===== src/rtl/tt_um_seg7_monitor_ksandov4_pkg.sv =====
// rtl/tt_um_seg7_monitor_ksandov4_pkg.sv - shared types and constants for the seven-segment monitor
package tt_um_seg7_monitor_ksandov4_pkg;

  typedef enum logic {
    ST_HUNT   = 1'b0,
    ST_LOCKED = 1'b1
  } state_t;

  localparam int ERR_CNT_W = 8;

  // Segment order {g,f,e,d,c,b,a}, high = lit
  localparam logic [6:0] SEG_0 = 7'h3F;
  localparam logic [6:0] SEG_1 = 7'h06;
  localparam logic [6:0] SEG_2 = 7'h5B;
  localparam logic [6:0] SEG_3 = 7'h4F;
  localparam logic [6:0] SEG_4 = 7'h66;
  localparam logic [6:0] SEG_5 = 7'h6D;
  localparam logic [6:0] SEG_6 = 7'h7D;
  localparam logic [6:0] SEG_7 = 7'h07;
  localparam logic [6:0] SEG_8 = 7'h7F;
  localparam logic [6:0] SEG_9 = 7'h6F;

endpackage


===== src/rtl/seg7_pattern_decode.sv =====
// rtl/seg7_pattern_decode.sv - combinational segment pattern to digit decoder
module seg7_pattern_decode
  import tt_um_seg7_monitor_ksandov4_pkg::*;
(
  input  logic [6:0] pattern,
  output logic [3:0] digit,
  output logic       valid
);

  always_comb begin
    digit = 4'd0;
    valid = 1'b1;
    case (pattern)
      SEG_0:   digit = 4'd0;
      SEG_1:   digit = 4'd1;
      SEG_2:   digit = 4'd2;
      SEG_3:   digit = 4'd3;
      SEG_4:   digit = 4'd4;
      SEG_5:   digit = 4'd5;
      SEG_6:   digit = 4'd6;
      SEG_7:   digit = 4'd7;
      SEG_8:   digit = 4'd8;
      SEG_9:   digit = 4'd9;
      default: valid = 1'b0;
    endcase
  end

endmodule


===== src/rtl/tt_um_seg7_monitor_ksandov4.sv =====
// rtl/tt_um_seg7_monitor_ksandov4.sv - seven-segment seconds-counter monitor with glitch filter and error tracking
// Optional SEG7_COMMON_ANODE_EN: segment inputs are active-low and inverted at the pin.
module tt_um_seg7_monitor_ksandov4
  import tt_um_seg7_monitor_ksandov4_pkg::*;
#(
  parameter int STABLE_CYCLES = 4
) (
  input  logic       clk,
  input  logic       rst_n,
  input  logic       ena,
  input  logic [7:0] ui_in,
  input  logic [7:0] uio_in,
  output logic [7:0] uo_out,
  output logic [7:0] uio_out,
  output logic [7:0] uio_oe
);

  localparam logic [7:0] STABLE_MAX  = 8'(STABLE_CYCLES);
  localparam logic [7:0] STABLE_LAST = 8'(STABLE_CYCLES - 1);
  localparam logic [ERR_CNT_W-1:0] ERR_MAX = {ERR_CNT_W{1'b1}};

  logic [6:0] seg_raw;
`ifdef SEG7_COMMON_ANODE_EN
  assign seg_raw = ~ui_in[6:0];
`else
  assign seg_raw = ui_in[6:0];
`endif

  logic unused_bits;
  assign unused_bits = &{1'b0, ena, ui_in[7], uio_in[7:1]};

  logic [6:0] seg_s1, seg_s2, seg_prev, last_acc;
  logic [7:0] stab_cnt;
  logic       clr_s1, clr_s2;
  logic       accept, step;

  // The run counter saturates so a long-held pattern is accepted exactly once
  assign accept = (seg_s2 == seg_prev) && (stab_cnt == STABLE_LAST);
  assign step   = accept && (seg_s2 != last_acc);

  always_ff @(posedge clk or negedge rst_n) begin
    if (!rst_n) begin
      seg_s1   <= 7'h00;
      seg_s2   <= 7'h00;
      seg_prev <= 7'h00;
      clr_s1   <= 1'b0;
      clr_s2   <= 1'b0;
      stab_cnt <= 8'd0;
      last_acc <= 7'h00;
    end else begin
      seg_s1   <= seg_raw;
      seg_s2   <= seg_s1;
      seg_prev <= seg_s2;
      clr_s1   <= uio_in[0];
      clr_s2   <= clr_s1;
      if (seg_s2 != seg_prev) stab_cnt <= 8'd0;
      else if (stab_cnt != STABLE_MAX) stab_cnt <= stab_cnt + 8'd1;
      if (accept) last_acc <= seg_s2;
    end
  end

  logic [3:0] dec_digit;
  logic       dec_valid;

  seg7_pattern_decode u_decode (
    .pattern (seg_s2),
    .digit   (dec_digit),
    .valid   (dec_valid)
  );

  state_t               state, state_nxt;
  logic [3:0]           digit, digit_nxt, digit_inc;
  logic                 seq_flag, seq_nxt, inv_flag, inv_nxt, step_q;
  logic                 seq_evt, inv_evt;
  logic [ERR_CNT_W-1:0] err_cnt, err_nxt, err_base;

  always_ff @(posedge clk or negedge rst_n) begin
    if (!rst_n) begin
      state    <= ST_HUNT;
      digit    <= 4'd0;
      seq_flag <= 1'b0;
      inv_flag <= 1'b0;
      err_cnt  <= '0;
      step_q   <= 1'b0;
    end else begin
      state    <= state_nxt;
      digit    <= digit_nxt;
      seq_flag <= seq_nxt;
      inv_flag <= inv_nxt;
      err_cnt  <= err_nxt;
      step_q   <= step;
    end
  end

  always_comb begin
    state_nxt = state;
    digit_nxt = digit;
    seq_evt   = 1'b0;
    inv_evt   = 1'b0;
    digit_inc = (digit == 4'd9) ? 4'd0 : digit + 4'd1;
    if (step) begin
      case (state)
        ST_HUNT: begin
          if (dec_valid) begin
            state_nxt = ST_LOCKED;
            digit_nxt = dec_digit;
          end else begin
            inv_evt = 1'b1;
          end
        end
        ST_LOCKED: begin
          if (!dec_valid) begin
            state_nxt = ST_HUNT;
            inv_evt   = 1'b1;
          end else begin
            digit_nxt = dec_digit;
            seq_evt   = (dec_digit != digit_inc);
          end
        end
        default: state_nxt = ST_HUNT;
      endcase
    end

    // Clear acts first so an error on the same edge still registers
    err_base = clr_s2 ? '0 : err_cnt;
    err_nxt  = ((seq_evt || inv_evt) && (err_base != ERR_MAX)) ? err_base + 1'b1 : err_base;
    seq_nxt  = (seq_flag && !clr_s2) || seq_evt;
    inv_nxt  = (inv_flag && !clr_s2) || inv_evt;
  end

  assign uo_out  = {step_q, inv_flag, seq_flag, (state == ST_LOCKED), digit};
  assign uio_out = err_cnt;
  assign uio_oe  = 8'hFF;

endmodule


===== config.mk =====
export PLATFORM = sky130hd
export DESIGN_NAME = tt_um_seg7_monitor_ksandov4
export DESIGN_NICKNAME = d
export VERILOG_FILES = /design/src/rtl/tt_um_seg7_monitor_ksandov4_pkg.sv /design/src/rtl/seg7_pattern_decode.sv /design/src/rtl/tt_um_seg7_monitor_ksandov4.sv
export SDC_FILE = /design/constraint.sdc
export NUM_CORES = 1
export LEC_CHECK = 0
export CAP_MARGIN = 20
export CORE_UTILIZATION = 26
export CTS_BUF_LIST = sky130_fd_sc_hd__clkbuf_4 sky130_fd_sc_hd__clkbuf_8 sky130_fd_sc_hd__clkbuf_16
export CTS_CLUSTER_SIZE = 10
export DETAILED_ROUTE_END_ITERATION = 10
export GPL_TIMING_DRIVEN = 0
export PLACE_DENSITY = 0.45
export SLEW_MARGIN = 20
export SYNTH_ARGS = -nofsm -noshare
export SYNTH_HDL_FRONTEND = slang
export SYNTH_SLANG_ARGS = --single-unit
export TNS_END_PERCENT = 10

===== constraint.sdc =====
create_clock -name clk -period 7.7 [get_ports clk]
set_input_delay 1.54 -clock clk [delete_from_list [all_inputs] [get_ports clk]]
set_output_delay 1.54 -clock clk [all_outputs]
set_load 0.02 [all_outputs]

==> reports/metrics.cfg <==
[run_status]
status=finished, final reports clean

[sta]
final_hold_viol_count=0
tns_ns=0
maxSlewHeadroom=0.398
slew_viol_final=0
setup_viol=0
post-route-min-period_ns=3.19
period_share=0.414
setup_ws_ns=4.51
fmax_mhz=314
fin_skew_ns=0.0141
worst_pin_slew_ns=0.895
rsz0062_at_grt=false

[finish]
area_growth_pct=20.9
drive_above_1_share=0.202
regArea_sq_um=1350
nets=298
antenna_cells=0
fill_cells=1009
final_util=0.327
fin_area_sq_um=3230
multiInputGateArea_sq_um=1150

[drt]
via_count=1718
wl_um=4670
wl_per_cell_um=11.4
drc=0
first_pass_iters=4
ant_nets=0
drt-initial-drc-count=46
vias_per_cell=4.19

[synthesis]
yosys_warnings=0
yosysTopAreaCellShare=0.506
yosysTopAreaCell=dfrtp_1
synthArstFlopShare=1.00
ys_seq_elements=54
synth_cell_types=57
synth_edf_count=0
yosysSeqAreaShare=0.506
synthCells=237
yosysMostFrequentCell=dfrtp_1
avgSynthCellArea_sq_um=11.3
ys_top_cells_by_count=54 x dfrtp_1, 17 x xnor2_1, 15 x nor2_1
synth-main-ff-cell=dfrtp_1
syn_area_sq_um=2670
synth_area_leaders=dfrtp_1 51%, xnor2_1 5.6%, mux2_2 4.2%, xor2_1 3.6%, buf_4 3.4%

[critical_path]
cp-end-kind=flip-flop
critPathMaxFanout=10
worstPathArrival_ns=3.39
required_ns=7.90
cp-start-kind=flip-flop
critPathKind=flip-flop to flip-flop

[cts]
cts_max_level=2
cts_tree=yes
clk_latency_ns=0.31
post_cts_buffers=0
cts_resized=0
cts_root_buffer=clkbuf_8
clk_pin_slew_ns=0.11
cts_buffers=5
holdBufCountCts=0
clockBufferDepth=2
cts.sinks=54

[floorplan]
die_x_um=103
io_pins=43
row_count=36
die_h_um=103
start_util=0.271
dieArea_sq_um=10700
coreArea_sq_um=9860

[place]
placed_area_sq_um=3110
dp_hpwl_um=3250
portBuffers=25
dp_slack_ns=4.55
globalplace.congestion=0.776

[grt]
grt_overflow=0
grt_usage=0.0957
grt_pass1_vias=1563
grt_first_pass_wirelength_um=7820
grt_max_degree=55
antenna_found_initial=0

[power_and_ir_drop]
finalPower_uw=526
p_leak_nw=1.34
vdd_ir_drop_max_v=0.0000817
power_density_nw_per_um2=163

[run]
drv_cap=0

[min_path]
hold_class=flip-flop to flip-flop

[per-layer routing]
metal  GRT usage  routed length (um)  up-vias
met2       0.147                2080       30
met1       0.133                2370      822
met5           0                   0        -
li1            -                   -      860
met4      0.0358                  79        0
met3      0.0181                 142        6
[stage by stage]
| step | std cells | hold slack, ns |
|---|---|---|
| after floorplan | 244 | 0.331 |
| after global placement | 402 | 0.334 |
| after detailed placement | 402 | 0.335 |
| after CTS | 410 | 0.358 |
| after global routing | 410 | 0.363 |
| final | 410 | 0.355 |
[registers in the layout (all words and copies together) (netlist names)]
| register | cells |
|---|---|
| clr_s1 | 1 |
| clr_s2 | 1 |
| digit | 4 |
| inv_flag | 1 |
| last_acc | 7 |
| seg_prev | 7 |
| seg_s1 | 7 |
| seg_s2 | 7 |
| seq_flag | 1 |
| stab_cnt | 8 |
| state | 1 |
| step_q | 1 |
| uio_out | 8 |
[layout make-up]
cell class	count	share of cell area
tap	133	0.0516
buffer	22	0.0465
clock inverter	3	0.0147
multi-input combinational	157	0.358
sequential	54	0.419
clock buffer	5	0.0213
inverter	11	0.0128
timing repair buffer	25	0.0768
[critical path, cell delays in order (launching register included)]
cell and delay [ns]:
dfrtp_1 0.44, clkbuf_1 0.38, nor2b_1 0.14, ha_1 0.22, nand2_1 0.09, nor2_1 0.06, and3_1 0.23, or3b_2 0.51
or4b_1 0.48, o22ai_1 0.17, mux2_2 0.35
[kinds of logic (layout without fill, tap and decap cells)]
| family | Yosys count | in the layout | share of synthesized area |
|---|---|---|---|
| other | 1 | 8 | 0.00140 |
| flip-flops | 54 | 54 | 0.506 |
| AO/OA/AOI/OAI | 30 | 30 | 0.0886 |
| buffers and inverters | 33 | 66 | 0.0717 |
| adder cells (fa/ha/maj) | 3 | 3 | 0.0141 |
| XOR/XNOR | 28 | 28 | 0.0918 |
| multiplexers | 14 | 14 | 0.0590 |
| AND/OR/NAND/NOR | 74 | 74 | 0.167 |
[worst paths after layout]
check                                from    endpoint  slack, ns  cells past startpoint
worst max register to register     clr_s2  uio_out[4]       4.51                     10
worst min register to register  seg_s1[5]   seg_s2[5]       0.36                      0
worst min-delay path            seg_s1[5]   seg_s2[5]       0.36                      0
max in group asynchronous           rst_n    inv_flag       5.98                      1
min in group asynchronous           rst_n   seg_s1[1]       1.27                      1
worst max-delay path               clr_s2  uio_out[4]       4.51                     10
[layout by cell type, fill, tap and decap left out, types with 3 or more instances in the layout]
master and count:
a21oi_1 9, buf_2 5, buf_4 13, clkbuf_8 5
clkdlybuf4s50_1 24, conb_1 8, dfrtp_1 54, ha_1 3
inv_1 11, mux2_2 10, mux2i_1 3, nand2_1 11
nand2b_1 6, nand3_1 9, nor2_1 15, nor2b_1 4
nor3_1 5, o21ai_0 4, xnor2_1 17, xor2_1 11
[power by group]
part           switching (mW)  leakage, nW  total [mW]  internal (mW)
combinational          0.0211        0.580      0.0364         0.0153
clock                  0.0983       0.0591       0.198         0.0994
sequential            0.00246        0.701       0.292          0.289
total                   0.122         1.34       0.526          0.404
No activity file was read; power rests on OpenSTA's default activity.
